===== src/rtl/stopwatch_timer_core.sv =====
// N-digit BCD stopwatch / countdown timer with an internal prescaler tick and a run/pause/done FSM.
// Optional macro MMSS_RADIX_EN makes odd-index digits radix 6 (mm:ss display).
module stopwatch_timer_core #(
  parameter int DIGITS   = 4,
  parameter int TICK_DIV = 1000000
) (
  input  logic                clk,
  input  logic                reset,
  input  logic                toggle,
  input  logic                clear,
  input  logic [1:0]          mode,
  input  logic [4*DIGITS-1:0] preload,
  output logic [4*DIGITS-1:0] digits,
  output logic                running,
  output logic                done,
  output logic                tick
);

  localparam int W  = 4 * DIGITS;
  localparam int PW = (TICK_DIV > 1) ? $clog2(TICK_DIV) : 1;
  localparam logic [PW-1:0] PRESC_LAST = PW'(TICK_DIV - 1);

  function automatic logic [W-1:0] max_pattern();
    logic [W-1:0] r;
    for (int i = 0; i < DIGITS; i++) begin
`ifdef MMSS_RADIX_EN
      r[4*i +: 4] = (i % 2 == 1) ? 4'd5 : 4'd9;
`else
      r[4*i +: 4] = 4'd9;
`endif
    end
    return r;
  endfunction

  localparam logic [W-1:0] MAX_PAT = max_pattern();

  // Each nibble is clamped to its own digit maximum, so the radix-6 clamp comes for free.
  function automatic logic [W-1:0] sanitise(input logic [W-1:0] v);
    logic [W-1:0] r;
    for (int i = 0; i < DIGITS; i++)
      r[4*i +: 4] = (v[4*i +: 4] > MAX_PAT[4*i +: 4]) ? MAX_PAT[4*i +: 4] : v[4*i +: 4];
    return r;
  endfunction

  function automatic logic [W-1:0] bcd_step(input logic [W-1:0] v, input logic down);
    logic [W-1:0] r;
    logic         carry;
    r     = v;
    carry = 1'b1;
    for (int i = 0; i < DIGITS; i++) begin
      if (carry) begin
        if (!down) begin
          if (v[4*i +: 4] >= MAX_PAT[4*i +: 4]) r[4*i +: 4] = 4'd0;
          else begin r[4*i +: 4] = v[4*i +: 4] + 4'd1; carry = 1'b0; end
        end else begin
          if (v[4*i +: 4] == 4'd0) r[4*i +: 4] = MAX_PAT[4*i +: 4];
          else begin r[4*i +: 4] = v[4*i +: 4] - 4'd1; carry = 1'b0; end
        end
      end
    end
    return r;
  endfunction

  typedef enum logic [1:0] {IDLE, RUN, PAUSE, DONE} state_t;

  state_t        state, state_next;
  logic [PW-1:0] presc, presc_next;
  logic [W-1:0]  start_val, terminal, stepped, digits_next;
  logic          toggle_d, start_edge, count_down, step_en;
  logic          tick_next, running_next, done_next;

  assign start_edge = toggle & ~toggle_d;
  assign terminal   = count_down ? '0 : MAX_PAT;
  assign stepped    = bcd_step(digits, count_down);

  always_comb begin
    start_val = '0;
    case (mode)
      2'b01, 2'b10: start_val = sanitise(preload);
      2'b11:        start_val = MAX_PAT;
      default:      start_val = '0;
    endcase
  end

  always_ff @(posedge clk or negedge reset) begin
    if (!reset) state <= IDLE;
    else        state <= state_next;
  end

  always_comb begin
    state_next = state;
    presc_next = presc;
    step_en    = 1'b0;
    tick_next  = 1'b0;
    if (clear) begin
      state_next = IDLE;
      presc_next = '0;
    end else begin
      case (state)
        IDLE: begin
          presc_next = '0;
          if (start_edge) state_next = RUN;
        end
        RUN: begin
          if (start_edge) begin
            state_next = PAUSE;
          end else if (presc == PRESC_LAST) begin
            presc_next = '0;
            tick_next  = 1'b1;
            // Already at the terminal value: finish without stepping past it.
            if (digits == terminal) state_next = DONE;
            else begin
              step_en = 1'b1;
              if (stepped == terminal) state_next = DONE;
            end
          end else begin
            presc_next = presc + PW'(1);
          end
        end
        PAUSE:   if (start_edge) state_next = RUN;
        DONE:    if (start_edge) state_next = IDLE;
        default: state_next = IDLE;
      endcase
    end
  end

  always_comb begin
    running_next = (state_next == RUN);
    done_next    = (state_next == DONE);
    digits_next  = digits;
    if (state_next == IDLE) digits_next = start_val;
    else if (step_en)       digits_next = stepped;
  end

  // Registered datapath and outputs; direction is latched only while idle.
  always_ff @(posedge clk or negedge reset) begin
    if (!reset) begin
      presc      <= '0;
      toggle_d   <= 1'b0;
      count_down <= 1'b0;
      digits     <= '0;
      running    <= 1'b0;
      done       <= 1'b0;
      tick       <= 1'b0;
    end else begin
      presc    <= presc_next;
      toggle_d <= toggle;
      if (state == IDLE) count_down <= mode[1];
      digits   <= digits_next;
      running  <= running_next;
      done     <= done_next;
      tick     <= tick_next;
    end
  end

endmodule


===== config.mk =====
export PLATFORM = sky130hd
export DESIGN_NAME = stopwatch_timer_core
export DESIGN_NICKNAME = d
export VERILOG_FILES = /design/src/rtl/stopwatch_timer_core.sv
export SDC_FILE = /design/constraint.sdc
export NUM_CORES = 1
export LEC_CHECK = 0
export CAP_MARGIN = 0
export CORE_MARGIN = 2
export CORE_UTILIZATION = 55
export DETAILED_ROUTE_END_ITERATION = 10
export PLACE_DENSITY = 0.79
export RECOVER_POWER = 50
export SYNTH_ARGS = -nofsm -noshare
export SYNTH_HDL_FRONTEND = slang
export SYNTH_SLANG_ARGS = --single-unit
export TNS_END_PERCENT = 50

===== constraint.sdc =====
create_clock -name clk -period 3.3 [get_ports clk]
set_input_delay 0.66 -clock clk [delete_from_list [all_inputs] [get_ports clk]]
set_output_delay 0.66 -clock clk [all_outputs]
set_load 0.005 [all_outputs]

==> flow_summary.ini, run 1 <==
[global_routing]
grt_pass1_vias = 3182
grt_max_degree = 44
antenna_found_initial = 0
grtUsageMet3_pct = 4.946
met2_usage_pct = 44.51
top_usage_layer = met2
grtUsageTotal_pct = 25.79
gr-total-overflow = 0
grt_pass1_wl_mm = 14.84
met1_usage_pct = 32.02

[detailed_routing]
drtIter0Drc = 280
via_per_inst = 6.213
drtPass1Iterations = 6
drc = 0
ant_nets = 0
finalWirelength_mm = 8.923
vias = 3349
wire_per_inst_um = 16.55

[yosys]
synth_xor_area_share_pct = 4.515
syn_avg_cell_area_sq_um = 8.102
synth_top_family_by_area = simple AND/OR/NAND/NOR gates
ys_seq_area_share_pct = 30.81
synthDistinctLibCells = 65
synth_top_area_share_pct = 30.81
synthAdderAreaFrac_pct = 5.374
synth_warnings = 0
synth_compound_area_share_pct = 21.68
muxShareOfSynthArea_pct = 3.440
synth_nets = 468
syn_area_sq_um = 3492
async_reset_ff_share_pct = 100.0
synth_edf_count = 0
synth_seq_cells = 43
synthCells = 431
synth-simple-area-share_pct = 28.52
yosys.area.top_type = dfrtp_1
synth_area_leaders = dfrtp_1 (31%), nor2_1 (5.8%), o21ai_0 (5.4%)
ys.flop_type = dfrtp_1

[clock_network]
clock-sinks = 43
worstSkewPairLatency_ps = 300
tritoncts = done
path_clk_slew_ps = 80
cts_max_path_buffers = 2
htree_levels = 2
root_buffer = clkbuf_8
cts_made_buffers = 5

[sta]
slew_viol_final = 44
hold_slack_ps = 549.3
post-route-period-util_pct = 92.68
period_needed_ps = 3058
fmax_mhz = 327.0
setup_violations = 0
fin_skew_ps = 7.889
slew_headroom_pct = -52.37
worst_pin_slew_ps = 2286
hold_viol_final = 0

[floorplan]
die_w_um = 83.68
die_y_um = 83.68
rows = 29
dieArea_sq_um = 7002
core_sq_um = 6241
ioPinCount = 41
start_util_pct = 55.95

[setup_path]
crit_path_end_kind = register
path_max_fanout = 9
path_class = register to register
required_ps = 3480
worstSetupStartpointType = register
cp.arrival_ps = 3240

[finish]
final_cell_mix = nor2_1 (54), dfrtp_1 (43), o21ai_0 (38), clkdlybuf4s50_1 (35), a21oi_1 (28)
drive_gt1_share_pct = 6.494
finish.instance_area_sq_um = 4020
final_common_cell = nor2_1
fin_cells = 539
diodes = 0
syn_to_final_growth_pct = 15.12
final_util_pct = 64.41
fin_nets = 500

[placed_design]
postPlaceCellArea_sq_um = 3936
gp_congestion = 0.8236
dp_hpwl_mm = 6.701
io_buffers = 40
dp.cells = 531

[run_status]
status = finished, violations left
violations = capacitance limit, slew limit

[pwr]
p_leak_uw = 0.001648
p_per_area_nw_per_um2 = 358.2
vdd_ir_drop_max_uv = 248.5

[worst_hold_path]
hp-class = register to register

[run]
maxCapViolations = 1
power breakdown:
part / total [uW] / switching (uW) / internal [uW]
logic: 528 / 295 / 234
registers: 601 / 49.8 / 551
clock network: 310 / 169 / 141
routing by layer:
| layer | share of wire, % | up-vias |
|---|---|---|
| met2 | 50 | 102 |
| met1 | 42 | 1590 |
| met5 | 0 | - |
| li1 | - | 1632 |
| met4 | 2.4 | 0 |
| met3 | 5.1 | 25 |
stage by stage:
step	setup WS [ps]	TNS [ps]	power [uW]
floorplan	479.8	0	953.6
global placement	267.2	0	1120
detailed placement	232.5	0	1127
CTS	210.4	0	1430
global route	-50.17	-79.20	1528
finish	241.7	0	1440
area by class of cell:
type                       instances  area, sq um
clock buffer                       6        72.57
fill                             533         2221
inverter                          14        52.55
multi-input combinational        345         2231
sequential                        43         1076
tap                               77        96.34
timing repair buffer              54        491.7
critical path, cell delays in order (launching register included):
cell	delay [ps]
dfrtp_1	380
clkbuf_1	230
ha_1	280
or3b_1	510
a21oi_2	210
nor3b_1	190
a41oi_1	70
or4b_1	540
a2111o_1	370
nor4bb_1	150
final timing paths:
kind | from | to | slack (ps) | depth (start not counted)
max | digits[0] | running | 240 | 9
min | presc[1] | presc[1] | 550 | 2
max reg2reg | digits[0] | running | 240 | 9
min reg2reg | presc[1] | presc[1] | 550 | 2
max in group asynchronous | reset | presc[8] | 950 | 1
min in group asynchronous | reset | presc[18] | 1040 | 1
synthesized netlist by cell type (all sizes together), types with 10 or more instances:
library cell and number:
nand2 19, nand3 21, or3 10, inv 14
o21ai 40, nor2 56, buf 11, mux2i 12
clkbuf 19, a21oi 29, dfrtp 43, ha 15
xor2 14
cells by family (layout without fill, tap and decap cells):
kind of cell    Yosys count  after routing
compound gates          117            118
xor+xnor                 18             18
fa+ha+maj                15             15
mux                      12             12
simple gates            182            182
buf+inv                  44             74
flops                    43             43
timing repair:
item,CTS,global route
resized for setup,0,0
setup buffers,0,1
hold buffers,0,0
endpoints found under the hold margin,0,0
setup endpoints to repair,0,2
registers in the layout (all words and copies together), names as in the netlist:
name,cells
state,2
running,1
tick,1
presc,20
digits,16
toggle_d,1
done,1
count_down,1
(Power assumes the default switching activity.)
==> run 2: changes to the inputs <==
--- a/config.mk
+++ b/config.mk
@@ -5,8 +5,9 @@
 export SDC_FILE = /design/constraint.sdc
 export NUM_CORES = 1
 export LEC_CHECK = 0
+export ABC_CLOCK_PERIOD_IN_PS = 3300
 export CAP_MARGIN = 0
-export CORE_MARGIN = 2
+export CORE_MARGIN = 8
 export CORE_UTILIZATION = 55
 export DETAILED_ROUTE_END_ITERATION = 10
 export PLACE_DENSITY = 0.79
==> flow_summary.ini, run 2 (synthesis results as in run 1) <==
[run_status]
status = finished, violations left
violations = capacitance limit, slew limit

[global_routing]
grt_pass1_vias = 3148
gr-total-overflow = 0
grt_pass1_wl_mm = 14.70
grt_max_degree = 44
antenna_found_initial = 0
grtUsageTotal_pct = 19.78

[worst_hold_path]
min_path_cells = 2
hold_path_end = presc[1]
hold_path.startpoint = presc[1]
hp-class = register to register

[sta]
slew_headroom_pct = -55.67
fmax_mhz = 326.0
post-route-period-util_pct = 92.95
setup_violations = 0
fin_skew_ps = 5.608
setup-tns-final_ps = 0
hold_viol_final = 0
worst_pin_slew_ps = 2335
rsz0062_at_grt = false
period_needed_ps = 3067
slew_viol_final = 44

[placed_design]
gp_congestion = 0.8398
dp_hpwl_mm = 6.704
dp.cells = 529
io_buffers = 40

[setup_path]
r2r-end = done
path_class = register to register
required_ps = 3510
crit_path_end_kind = register
cp.arrival_ps = 3280
path_max_fanout = 7
rr_worst_depth = 10
r2r_start = digits[1]
worstSetupStartpointType = register
r2r_slack_ps = 230

[clock_network]
htree_levels = 2
cts_max_path_buffers = 2
hold_buffers = 0
path_clk_slew_ps = 80
root_buffer = clkbuf_8
tritoncts = done
worstSkewPairLatency_ps = 300
clock-sinks = 43
cts_made_buffers = 5

[finish]
fillCellCount = 551
diodes = 0
reg_top3 = presc: 20 flops, digits: 16 flops, state: 2 flops
fin_nets = 498
drive_gt1_share_pct = 6.926
largest-register = presc
fin_cells = 539
final_cell_mix = nor2_1 (54), dfrtp_1 (43), o21ai_0 (38), clkdlybuf4s50_1 (34), a21oi_1 (28)
largest_reg_flops = 20
final_common_cell = nor2_1
syn_to_final_growth_pct = 15.73

[pwr]
vdd_ir_drop_max_uv = 392.6
p_leak_uw = 0.001656
p_per_area_nw_per_um2 = 371.9

[detailed_routing]
finalWirelength_mm = 9.003
via_per_inst = 6.239
wire_per_inst_um = 16.70
ant_nets = 0
drtPass1Iterations = 5
drc = 0
drtIter0Drc = 312
vias = 3363

[floorplan]
core_sq_um = 6241
dieArea_sq_um = 9155
die_w_um = 95.68
rows = 29
start_util_pct = 55.95
ioPinCount = 41
die_y_um = 95.68

[run]
maxCapViolations = 1
[run 2: worst max-delay path, stage by stage, from the launching register on]
cell and delay [ps]:
dfrtp_1 480, inv_1 120, ha_1 270, or3b_4 330, a31oi_2 180, or2_4 330
nor2_2 250, mux2i_1 280, nand3b_1 100, a2111o_1 430, a211oi_2 220
[run 2: layer usage]
metal / vias to the layer above / track usage [%] / share of wire [%]
met1: 1584 / 25.02 / 41
met3: 18 / 2.441 / 5.6
met2: 129 / 34.34 / 51
li1: 1632 / - / -
met5: - / 0 / 0
met4: 0 / 5.762 / 1.7
[run 2: report_power, final]
part	switching [uW]	internal, uW
Sequential	52.2	551
Clock	181	191
Combinational	294	234
[run 2: stage by stage]
step	area (sq um)	utilization, %	setup WS, ps	total power (uW)	hold slack, ps
after floorplan	3492	-	479.8	953.6	364.4
after global placement	3921	62.83	229.5	1114	507.7
after detailed placement	3921	62.83	144.2	1121	510.6
after CTS	4021	64.43	120.8	1493	531.0
after global routing	4041	64.76	4.767	1587	580.4
final	4041	64.76	232.7	1503	522.3
[run 2: worst max-delay path by stage]
stage | start | endpoint | slack [ps] | cells past startpoint
global route | digits[9] | done | 5 | 10
CTS | digits[1] | done | 120 | 10
global placement | digits[1] | running | 230 | 10
floorplan | digits[4] | running | 480 | 11
detailed placement | digits[1] | done | 140 | 10
finish | digits[1] | done | 230 | 10
[run 2: area by class of cell]
cell class / count / area (sq um) / area share (%)
multi-input combinational: 345 / 2240 / 55.42
timing repair buffer: 52 / 476.7 / 11.80
tap: 77 / 96.34 / 2.384
inverter: 14 / 52.55 / 1.300
sequential: 43 / 1076 / 26.63
clock buffer: 8 / 100.1 / 2.477
[run 2: what timing repair did]
item / 4_1_cts / 5_1_grt
buffers inserted: 0 / 1
endpoints found under the setup margin: 0 / 3
resized for setup: 0 / 3
